`src/rtl/wb_arbiter.sv`:
```
// wb_arbiter: writeback arbiter in front of the 64-entry register file
// (x0-x31 at 0-31, f0-f31 at 32-63). Merges the single-cycle ALU result
// path and a FIFO-buffered long-latency path (mul/div/FPU) into the
// regfile's single registered write port.
//
// Ports:
//   clk, rst                    clock; asynchronous active-high reset
//   alu_valid/ready/addr/data   ALU result handshake (accept on valid&&ready)
//   long_valid/ready/addr/data  long-latency result handshake (push into FIFO)
//   write_enable/addr/data      registered regfile write port
//   fifo_count                  current long-path FIFO occupancy
//
// Selection priority: ALU first, then the FIFO head. A starvation counter
// holds off the ALU for one cycle after STARVE_LIMIT cycles in which the
// FIFO was non-empty but not drained. Destination 0 is consumed without
// issuing a write.
module wb_arbiter #(
  parameter int unsigned DEPTH        = 4,
  parameter int unsigned STARVE_LIMIT = 8
) (
  input  logic                     clk,
  input  logic                     rst,
  input  logic                     alu_valid,
  output logic                     alu_ready,
  input  logic [5:0]               alu_addr,
  input  logic [63:0]              alu_data,
  input  logic                     long_valid,
  output logic                     long_ready,
  input  logic [5:0]               long_addr,
  input  logic [63:0]              long_data,
  output logic                     write_enable,
  output logic [5:0]               write_addr,
  output logic [63:0]              write_data,
  output logic [$clog2(DEPTH):0]   fifo_count
);

  localparam int unsigned AW = $clog2(DEPTH);
  localparam int unsigned CW = AW + 1;
  localparam int unsigned SW = $clog2(STARVE_LIMIT + 1);

  localparam logic [CW-1:0] L_FULL  = CW'(DEPTH);
  localparam logic [SW-1:0] L_LIMIT = SW'(STARVE_LIMIT);

  logic [5:0]    r_addr_mem [DEPTH];
  logic [63:0]   r_data_mem [DEPTH];
  logic [AW-1:0] r_wptr;
  logic [AW-1:0] r_rptr;
  logic [CW-1:0] r_count;
  logic [SW-1:0] r_starve_cnt;

  logic          w_starve;
  logic          w_empty;
  logic          w_alu_take;
  logic          w_push;
  logic          w_pop;
  logic          w_sel;
  logic [5:0]    w_sel_addr;
  logic [63:0]   w_sel_data;

  assign w_starve   = (r_starve_cnt == L_LIMIT);
  assign w_empty    = (r_count == '0);
  assign alu_ready  = !w_starve;
  // Full check uses the current count only: a pop this cycle does not
  // make room for a push in the same cycle.
  assign long_ready = (r_count != L_FULL);
  assign fifo_count = r_count;

  assign w_alu_take = alu_valid && alu_ready;
  assign w_push     = long_valid && long_ready;
  assign w_pop      = !w_alu_take && !w_empty;

  always_comb begin
    w_sel      = 1'b0;
    w_sel_addr = '0;
    w_sel_data = '0;
    if (w_alu_take) begin
      w_sel      = 1'b1;
      w_sel_addr = alu_addr;
      w_sel_data = alu_data;
    end else if (w_pop) begin
      w_sel      = 1'b1;
      w_sel_addr = r_addr_mem[r_rptr];
      w_sel_data = r_data_mem[r_rptr];
    end
  end

  // Storage needs no reset: validity is tracked entirely by r_count.
  always_ff @(posedge clk) begin
    if (w_push) begin
      r_addr_mem[r_wptr] <= long_addr;
      r_data_mem[r_wptr] <= long_data;
    end
  end

  always_ff @(posedge clk or posedge rst) begin
    if (rst) begin
      r_wptr       <= '0;
      r_rptr       <= '0;
      r_count      <= '0;
      r_starve_cnt <= '0;
    end else begin
      if (w_push) r_wptr <= r_wptr + AW'(1);
      if (w_pop)  r_rptr <= r_rptr + AW'(1);

      case ({w_push, w_pop})
        2'b10:   r_count <= r_count + CW'(1);
        2'b01:   r_count <= r_count - CW'(1);
        default: r_count <= r_count;
      endcase

      if (w_pop || w_empty)
        r_starve_cnt <= '0;
      else if (r_starve_cnt != L_LIMIT)
        r_starve_cnt <= r_starve_cnt + SW'(1);
    end
  end

  always_ff @(posedge clk or posedge rst) begin
    if (rst) begin
      write_enable <= 1'b0;
      write_addr   <= '0;
      write_data   <= '0;
    end else if (w_sel) begin
      write_enable <= (w_sel_addr != '0);
      write_addr   <= w_sel_addr;
      write_data   <= w_sel_data;
    end else begin
      write_enable <= 1'b0;
    end
  end

endmodule

```
`config.mk`:
```
export PLATFORM = sky130hd
export DESIGN_NAME = wb_arbiter
export DESIGN_NICKNAME = d
export VERILOG_FILES = /design/src/rtl/wb_arbiter.sv
export SDC_FILE = /design/constraint.sdc
export NUM_CORES = 1
export LEC_CHECK = 0
export ABC_AREA = 1
export ABC_CLOCK_PERIOD_IN_PS = 12400
export BUFFER_PORTS_ARGS = -buffer_cell sky130_fd_sc_hd__buf_2
export CAP_MARGIN = 20
export CORE_MARGIN = 5
export CORE_UTILIZATION = 61
export DETAILED_ROUTE_END_ITERATION = 16
export GPL_ROUTABILITY_DRIVEN = 0
export PLACE_DENSITY = 0.93
export SKIP_CTS_REPAIR_TIMING = 1
export SYNTH_ARGS = -nofsm -noshare
export SYNTH_HDL_FRONTEND = slang
export SYNTH_SLANG_ARGS = --single-unit
```
`constraint.sdc`:
```
create_clock -name clk -period 12.4 [get_ports clk]
set_clock_uncertainty 0.1 [all_clocks]
set_input_delay 1.86 -clock clk [delete_from_list [all_inputs] [get_ports clk]]
set_output_delay 1.86 -clock clk [all_outputs]
set_load 0.005 [all_outputs]
```
======== After elaboration in Yosys (flattened, before gate mapping) ========
Memory sizes are Yosys's and may differ from the RTL's.
Cells that the tools add are included.
storage, ports and cells
  flip-flop bits (word level) ............. 82
  bits in writable memories ............... 280
  bits of input ports ..................... 144
  output and inout port bits .............. 76
  memories kept ........................... 2
memories
  name        words  bits a word  read ports  clocked after Yosys merged registers in  write ports  line  source
  r_data_mem  4      64           1           0                                        1            45    logic [63:0] r_data_mem [DEPTH];
  r_addr_mem  4      6            1           0                                        1            44    logic [5:0] r_addr_mem [DEPTH];
cells by class
  add/subtract/negate cells ............... 5
  equality and inequality tests ........... 5
  mux-type cells .......................... 12
  reduce and logical (&&, ||, !) cells .... 11
operator list
  cell                 number
  $mux 64              2
  $mux 6               2
  $mux 4               2
  $pmux 3 s2           1
  $reduce_bool 6->1    1
  $mux 1               5
  $add 2x1->2 const B  2
  $add 4x1->4 const B  1
  $eq 4x4->1 const B   1
  $ne 4x4->1 const B   1
  $reduce_bool 2->1    2
  $add 3x1->3 const B  1
  $logic_and 1x1->1    3
  $logic_not 1->1      3
  $logic_not 3->1      1
  $ne 3x3->1 const B   1
  $sub 3x1->3 const B  1
  $eq 2x1->1 const B   1
  $eq 2x2->1 const B   1
  $logic_or 1x1->1     1

======== Depth between registers and ports, before layout ========
Gate-level depths: netlist (run 1).
  depth in word-level cells ............... 9
  depth in mapped cells ................... 13
  gate-level depth less buffers ........... 12

======== Worst setup path before layout (run 1) ========
OpenSTA, ideal clock, no wires.
  kind .................................... input-to-reg
  start ................................... input port long_valid
  end ..................................... memory r_addr_mem[0][0], enable pin
  data arrival time ....................... 4966 ps
  required time ........................... 11801 ps
  path slack .............................. 6835 ps
  cell stages on the path ................. 2
  path through ............................ nand2_1 nor2_1
on the way
  longest elaborated chain between the ends .. 3
ends and longest elaborated chain
  what                          line  source
  start: declaration            27    input logic long_valid,
  $logic_and 1x1->1             69    assign w_push = long_valid && long_ready;
  $mux 1                        89    if (w_push) begin
  $mux 1 (not written as such)  90    r_addr_mem[r_wptr] <= long_addr;
  end: declaration              44
No other way between the ends.

======== Worst setup path after layout (run 1) ========
  start ................................... input port alu_valid
  end ..................................... register r_count[2] (netlist: fifo_count[2])
on the way
  longest elaborated chain between the ends .. 5
  elaborated cells on any way between the ends .. 7
  classes of those cells .................. 2 x eq/ne; 1 x mux; 4 x reduce/logical
ends and longest elaborated chain
  what                                             line  source
  start: declaration                               23    input logic alu_valid,
  $logic_and 1x1->1 (*)                            68    assign w_alu_take = alu_valid && alu_ready;
  $logic_not 1->1 (*)                              70    assign w_pop = !w_alu_take && !w_empty;
  $logic_and 1x1->1 (*)                            70
  $eq 2x1->1 or $eq 2x2->1 (tied branches)         105   case ({w_push, w_pop})
  $pmux 3 s2 or $reduce_bool 2->1 (tied branches)  --
  end signal: assignment                           106   2'b10: r_count <= r_count + CW'(1);
  end signal: assignment                           107   2'b01: r_count <= r_count - CW'(1);
  end signal: assignment                           108   default: r_count <= r_count;
  end: declaration                                 48    logic [CW-1:0] r_count;
Every way passes the cells marked *; elsewhere a longest branch is shown, timed or not.
A chain may end at the register's enable or synchronous reset.

==> results.md, run 1 <==
* Highest clock rate at 272.0 MHz
* Vias per Instance at between 5 and 6
* Layout net count at 1,509
* Share of the yosys chip area belonging to registers at 73.92%
* Cell family with most CP delay: buffers and inverters
* First-iteration detailed-routing DRC count at 945
* Maximum Capacitance Violations at 0
* Grt total ovfl at 0
* Die height at 162.3 µm
* Width of the die at 162.3 µm
* Post-Route Utilization at 73.01%
* Syn Nets at between 1,000 and 1,500
* Clock latency at the later pin of the worst-skew pair at 0.52 ns
* Type of the tightest min-delay check: reg -> reg
* Number of sinks driven by the clock tree at 362
* Post-Place Cell Area at 0.01534 mm²
* Number of synthesized register bits at between 300 and 400
* Syn-to-layout area delta at 17.18%
* Cell area after technology mapping at 0.01415 mm²
* Cell Pwr Density at 237.0 mW/mm²
* Delay of the slowest cell on the worst path at 0.65 ns
* Clock Tree Root: sky130_fd_sc_hd__clkbuf_16
* Number of buffers and inverters on the critical path at 4
* DRC violation count after routing at 0
* Unrepaired setup endpoints after global routing: no
* Setup-failing EPs final at 0
* Dominant combinational cell family by area after synthesis: simple AND/OR/NAND/NOR gates
* Cells along the critical path: buf_2 -> nand2_2 -> nand2_2 -> inv_2 -> buf_4 -> ha_1 -> inv_1 -> fa_1 -> a21oi_1 -> o21ai_0 -> xor2_1
* Worst-path cell with the longest stage delay: sky130_fd_sc_hd__buf_4
* Max VDD drop at 0.0001447 V
* Multiplexer share of the synthesized area at 0%
* Arr. time, crit path at 3.97 ns
* Slew at the pin closest to its max-slew limit at 1.063 ns
* Core box area at 0.02271 mm²
* Critical Path Sink Type: flop
* Clock-pin slew of the registers on the worst-case setup and hold paths at 0.06 ns
* Number of library cell types mapped by synthesis at 28
* Critical path type: in -> reg
* Port Buffers at between 200 and 250
* Largest net degree at the start of global routing at 97
* Share of total power in the clock network at around 28%
* Total GRT Usage at 23.58%
* First-pass DRT Iterations at 5
* Number of standard cells after synthesis at between 1,000 and 1,500
* Adder and majority gate portion of the synthesized area at 0.7605%
* Final total negative setup slack at 0 ns
* Commonest cells after routing, fill and taps aside: sky130_fd_sc_hd__edfxtp_1, sky130_fd_sc_hd__nand2_1, sky130_fd_sc_hd__buf_2, sky130_fd_sc_hd__nor2_1, sky130_fd_sc_hd__o21ai_0
* H-tree depth reported by CTS at 2
* Starting density of the core at 62.31%
* Site row count at 55
* Time the final worst path needs with I/O delays and setup at around 3.7 ns
* Max-slew violation total from the final report at 0
* First-pass GRT wire length at 48,370 µm
* Via count of the first global-routing pass at 9,255
* Final number of hold-violating endpoints at 0
* Simple logic cell fraction of the synthesized area at 12.62%
* Critical Path Fanout Max at 71
* Crit start category: input pin
* Area share of xor/xnor cells in the synthesized design at less than 1%
* Final antenna-violating net count at 0
* Ratio of cells with drive above 1 in the final layout at 21.21%
* Number of primary I/O pins at 220
* TritonCTS clock tree: built
* Result of the run: finished clean
* Share of total power in combinational logic at 26.1%
* Internal power at between 2000 and 3000 µW
* Worst slew margin at 29.12%
* Number of antenna violations at the first check in global routing at 7
* Most common cell after layout, fill and taps aside: sky130_fd_sc_hd__edfxtp_1
* Post-route design area at 0.01658 mm²
* Most common cell on crit path: sky130_fd_sc_hd__nand2_2
* Synthesized-area fraction occupied by ao, oa, aoi and oai cells at 8.745%
* Static power due to leakage at 0.006578 µW
* Synthesis Warnings at 0
* Maximum count of clock buffers along a single path at 3
* Layout filler cell count at between 1,000 and 1,500
* Dpl hpwl at approximately 18,000 µm
* Required time of the critical path at 12.69 ns
* Share of total power consumed by net switching at 32.75%
* Number of vias in the routed layout at 9,547
* Period Utilization, post-route at 29.65%
* Synth Area per Inst at 12.24 µm²
* Wire length after detailed routing at 31,730 µm
* Net Switching at 1287 µW
* Total die area at 0.02634 mm²
* Relative contribution of sequential cells to total power at about 46%
* Routed wire length per instance at 18.98 µm
* TritonCTS buffer count at 37
layer usage:
layer / track usage, % / vias up / routed length, µm
li1: - / 4456 / -
met1: 31.28 / 4486 / 12130
met2: 38.80 / 510 / 15260
met3: 5.988 / 81 / 3445
met4: 7.612 / 14 / 801
met5: 0 / - / 91
synthesized netlist by cell type:
| cell type | n | share of area (%) |
|---|---|---|
| sky130_fd_sc_hd__buf_6 | 9 | 0.72 |
| sky130_fd_sc_hd__inv_1 | 30 | 0.80 |
| sky130_fd_sc_hd__clkbuf_2 | 1 | 0.035 |
| sky130_fd_sc_hd__ha_1 | 7 | 0.62 |
| sky130_fd_sc_hd__buf_4 | 1 | 0.053 |
| sky130_fd_sc_hd__buf_2 | 36 | 1.3 |
| sky130_fd_sc_hd__a22oi_1 | 25 | 1.3 |
| sky130_fd_sc_hd__a21oi_1 | 2 | 0.071 |
| sky130_fd_sc_hd__nand2_2 | 2 | 0.088 |
| sky130_fd_sc_hd__inv_2 | 5 | 0.13 |
| sky130_fd_sc_hd__nand4_1 | 1 | 0.044 |
| sky130_fd_sc_hd__xnor2_1 | 2 | 0.12 |
| sky130_fd_sc_hd__o22ai_1 | 39 | 1.7 |
| sky130_fd_sc_hd__o211ai_1 | 1 | 0.053 |
| sky130_fd_sc_hd__dfrtp_1 | 82 | 15 |
| sky130_fd_sc_hd__nor2_1 | 170 | 4.5 |
| sky130_fd_sc_hd__o21ai_1 | 37 | 1.3 |
| sky130_fd_sc_hd__clkbuf_1 | 18 | 0.48 |
| sky130_fd_sc_hd__xor2_1 | 4 | 0.25 |
| sky130_fd_sc_hd__buf_1 | 2 | 0.053 |
| sky130_fd_sc_hd__o21ai_0 | 119 | 4.2 |
| sky130_fd_sc_hd__fa_1 | 1 | 0.14 |
| sky130_fd_sc_hd__inv_4 | 1 | 0.044 |
| sky130_fd_sc_hd__nand3_2 | 1 | 0.071 |
| sky130_fd_sc_hd__a21o_1 | 1 | 0.053 |
| sky130_fd_sc_hd__nand3_1 | 57 | 2.0 |
| sky130_fd_sc_hd__edfxtp_1 | 280 | 59 |
| sky130_fd_sc_hd__nand2_1 | 222 | 5.9 |
registers in the layout (all words and copies together), names as in the netlist:
signal / flops
write_addr: 6
r_data_mem: 256
write_enable: 1
r_rptr: 2
write_data: 64
r_addr_mem: 24
fifo_count: 3
r_wptr: 2
r_starve_cnt: 4
cell families (layout without fill, tap and decap cells):
group | after synthesis | after routing
AOI/OAI and AO/OA | 224 | 224
buffers and inverters | 103 | 333
other | 0 | 1
DFF | 362 | 362
xor gates and xnor gates | 6 | 6
and+or+nand+nor | 453 | 453
adders and majority gates | 8 | 8
worst register-to-register path, cell delays in order, from the launching register on:
cell,delay (ns)
sky130_fd_sc_hd__dfrtp_4,0.72
sky130_fd_sc_hd__inv_4,0.44
sky130_fd_sc_hd__buf_4,0.79
sky130_fd_sc_hd__nand2_1,0.16
sky130_fd_sc_hd__nand3_1,0.12
sky130_fd_sc_hd__nand2_1,0.11
sky130_fd_sc_hd__nand2_1,0.11
sky130_fd_sc_hd__nand2_1,0.06
sky130_fd_sc_hd__nor2_1,0.18
sky130_fd_sc_hd__nand3_1,0.10
worst paths after layout:
kind | slack, ns | startpoint | cells after the start | end
max | 8.72 | alu_valid | 11 | fifo_count[2]$_DFFE_PP0P_
min | 0.37 | write_data[62]$_DFFE_PP0P_ | 2 | write_data[62]$_DFFE_PP0P_
max reg2reg | 9.40 | r_rptr[0]$_DFFE_PP0P_ | 9 | write_enable$_DFF_PP0_
min reg2reg | 0.37 | write_data[62]$_DFFE_PP0P_ | 2 | write_data[62]$_DFFE_PP0P_
max in group asynchronous | 10.39 | rst | 3 | r_rptr[1]$_DFFE_PP0P_
min in group asynchronous | 1.17 | rst | 2 | write_data[62]$_DFFE_PP0P_
power groups by stage:
stage	clock network (µW)	logic [µW]	registers (µW)
floorplan	0	728	1760
global placement	0	970	1810
detailed placement	0	1010	1820
CTS	1110	1030	1800
global route	1170	1150	1840
finish	1100	1030	1810
final cells by class:
type / count / area [µm²] / area share, %
Clock inverter: 15 / 171.4 / 1.034
Sequential cell: 362 / 10470 / 63.13
Timing Repair Buffer: 229 / 1191 / 7.184
Inverter: 36 / 140.1 / 0.8452
Multi-Input combinational cell: 691 / 3213 / 19.38
Antenna cell: 1 / 2.502 / 0.01509
Clock buffer: 53 / 1039 / 6.263
Tap cell: 285 / 356.6 / 2.151
stage by stage:
stage	cells	hold slack (ns)	setup WS (ns)	power [µW]
2_1_floorplan	1156	0.3520	6.835	2490
3_3_place_gp	1602	0.3556	8.235	2780
3_5_place_dp	1602	0.3599	8.211	2833
4_1_cts	1670	0.3762	8.764	3941
5_1_grt	1671	0.3953	8.624	4150
6_report	1672	0.3741	8.723	3929
Power figures use the tool's default switching activity.
==> run 2, diff against run 1 <==
ABC_CLOCK_PERIOD_IN_PS = 3400   (was 12400)
CORE_UTILIZATION = 56   (was 61)
PLACE_DENSITY = 0.87   (was 0.93)
clock period = 3.4 ns   (was 12.4 ns; I/O delays follow)
==> results.md, run 2 (same netlist as run 1, synthesis figures left out) <==
* Static power due to leakage at 0.006566 µW
* Result of the run: finished clean
* Share of total power in combinational logic at 27.6%
* Total die area at 0.02855 mm²
* Ratio of cells with drive above 1 in the final layout at 21.65%
* Layout net count at 1,512
* Core box area at 0.02504 mm²
* Wire length after detailed routing at 32,670 µm
* Largest net degree at the start of global routing at 71
* Port Buffers at 219
* Number of antenna violations at the first check in global routing at 11
* Internal power at 9501 µW
* Net Switching at about 4700 µW
* Number of vias in the routed layout at 9,529
* Slew at the pin closest to its max-slew limit at 0.8831 ns
* Type of the tightest min-delay check: in -> async
* Cell family with most CP delay: buffers and inverters
* Starting density of the core at 56.52%
* First-pass DRT Iterations at 5
* Routed wire length per instance at 18.98 µm
* Arr. time, crit path at 2.88 ns
* Max-slew violation total from the final report at 0
* DRC violation count after routing at 0
* Share of total power consumed by net switching at 33.17%
* Length of routed met3 wiring at 3240 µm
* Vias per Instance at 5.537
* Die height at 169.0 µm
* Max FFs per register at 256
* Number of buffers and inverters on the critical path at 2
* Site row count at 58
* H-tree depth reported by CTS at 2
* Maximum Capacitance Violations at 0
* Met1 wire length at 12,810 µm
* Via count of the first global-routing pass at 9,570
* TritonCTS clock tree: built
* TritonCTS buffer count at 36
* Critical Path Sink Type: flop
* Worst slew margin at 41.13%
* Cell Pwr Density at 853.0 mW/mm²
* Required time of the critical path at 3.74 ns
* Total GRT Usage at 22.82%
* Maximum count of clock buffers along a single path at 3
* Number of sinks driven by the clock tree at 362
* Crit start category: flop
* Number of primary I/O pins at 220
* Worst-path cell with the longest stage delay: sky130_fd_sc_hd__dfrtp_4
* Top layer used by detailed routing: met5
* First-iteration detailed-routing DRC count at 867
* Delay of the slowest cell on the worst path at 0.75 ns
* Cells along the critical path: inv_4 -> buf_4 -> o21ai_0 -> o22ai_1 -> nand2_1 -> nand3_1
* Top flop regs: r_data_mem: 256 flops, write_data: 64 flops, r_addr_mem: 24 flops
* Grt total ovfl at 0
* Width of the die at 169.0 µm
* Clock-pin slew of the registers on the worst-case setup and hold paths at approximately 0.06 ns
* Post-Place Cell Area at roughly 0.016 mm²
* Unrepaired setup endpoints after global routing: no
* Time the final worst path needs with I/O delays and setup at 2.546 ns
* Setup-failing EPs final at 0
* Period Utilization, post-route at 74.87%
* Clock Tree Root: sky130_fd_sc_hd__clkbuf_16
* Final antenna-violating net count at 0
* Power, Total at between 10,000 and 15,000 µW
* Critical path type: reg -> reg
* Final number of hold-violating endpoints at 0
* Syn-to-layout area delta at 17.78%
* Relative contribution of sequential cells to total power at 45.7%
* Met2 wire length at 15,660 µm
* Dpl hpwl at 19,740 µm
* Critical Path Fanout Max at 67
* Post-route design area at 0.01667 mm²
* Clock latency at the later pin of the worst-skew pair at about 0.5 ns
* Share of total power in the clock network at 26.7%
* Layout filler cell count at 1,796
* Commonest cells after routing, fill and taps aside: sky130_fd_sc_hd__edfxtp_1, sky130_fd_sc_hd__nand2_1, sky130_fd_sc_hd__buf_2, sky130_fd_sc_hd__nor2_1, sky130_fd_sc_hd__o21ai_0
* Most common cell after layout, fill and taps aside: sky130_fd_sc_hd__edfxtp_1
* Highest clock rate at 392.8 MHz
* First-pass GRT wire length at 51,150 µm
* Register with the most flip-flops: r_data_mem
* Max VDD drop at around 0.00062 V
[run 2: cell count changes in the layout (fill, tap and decap cells not counted)]
| cell | change |
|---|---|
| sky130_fd_sc_hd__buf_4 | -1 |
| sky130_fd_sc_hd__clkinv_1 | -3 |
| sky130_fd_sc_hd__inv_6 | -1 |
| sky130_fd_sc_hd__diode_2 | +4 |
| sky130_fd_sc_hd__clkinvlp_4 | +4 |
| sky130_fd_sc_hd__clkbuf_1 | -3 |
| sky130_fd_sc_hd__buf_12 | +6 |
| sky130_fd_sc_hd__clkbuf_16 | -2 |
| sky130_fd_sc_hd__clkinv_4 | +1 |
| sky130_fd_sc_hd__bufinv_16 | -2 |
| sky130_fd_sc_hd__clkinv_2 | -1 |
| sky130_fd_sc_hd__buf_16 | -1 |
| sky130_fd_sc_hd__clkbuf_8 | +3 |
[run 2: routing by layer]
metal / track usage, % / up-vias
met1: 29.89 / 4561
li1: - / 4464
met5: 0 / -
met4: 7.304 / 14
met2: 36.94 / 415
met3: 7.029 / 75
[run 2: path summary, 6_finish.rpt]
| path | startpoint | endpoint | slack, ns | cells after the start |
|---|---|---|---|---|
| worst max-delay path | r_rptr[0]$_DFFE_PP0P_ | write_data[2]$_DFFE_PP0P_ | 0.85 | 6 |
| worst min-delay path | rst | r_starve_cnt[3]$_DFFE_PP0P_ | 0.01 | 2 |
| worst max register to register | r_rptr[0]$_DFFE_PP0P_ | write_data[2]$_DFFE_PP0P_ | 0.85 | 6 |
| worst min register to register | write_data[9]$_DFFE_PP0P_ | write_data[9]$_DFFE_PP0P_ | 0.37 | 2 |
| max in group asynchronous | rst | write_data[57]$_DFFE_PP0P_ | 2.44 | 3 |
| min in group clk | long_data[31] | r_data_mem[1][31]$_DFFE_PP_ | 0.12 | 1 |
[run 2: final cells by class]
cell class	instances	area [µm²]	area share, %
clock buffer	51	1018	6.111
clock inverter	13	125.1	0.7508
sequential	362	10470	62.81
multi-input combinational	691	3213	19.28
inverter	36	140.1	0.8408
antenna	5	12.51	0.07508
timing repair buffer	233	1276	7.658
tap	330	412.9	2.477
[run 2: worst reg2reg max path: cells and delay by family, from the launching register on]
kind                   cells  cell delay [ns]
buffers and inverters      2             1.01
AND/OR/NAND/NOR            2             0.21
AO/OA/AOI/OAI              2             0.42
flip-flops                 1             0.75
[run 2: through the flow]
stage / std cells / setup slack, ns / utilization (%) / TNS, ns / hold WS (ns)
after floorplan: 1156 / -0.9014 / - / -252.40 / 0.3520
after global placement: 1652 / 1.059 / 61.95 / 0 / 0.3573
after detailed placement: 1652 / 0.9122 / 61.95 / 0 / 0.3609
after CTS: 1716 / 0.8896 / 66.52 / 0 / 0.03299
after global routing: 1720 / 0.7436 / 66.56 / 0 / 0.07032
final: 1721 / 0.8544 / 66.57 / 0 / 0.01282
[run 2: power groups by stage]
stage / clock network [µW] / registers (µW) / logic, µW
global route: 4080 / 6600 / 4390
detailed placement: 0 / 6560 / 3910
global placement: 0 / 6520 / 3770
floorplan: 0 / 6420 / 2660
finish: 3800 / 6500 / 3920
CTS: 3860 / 6490 / 3940
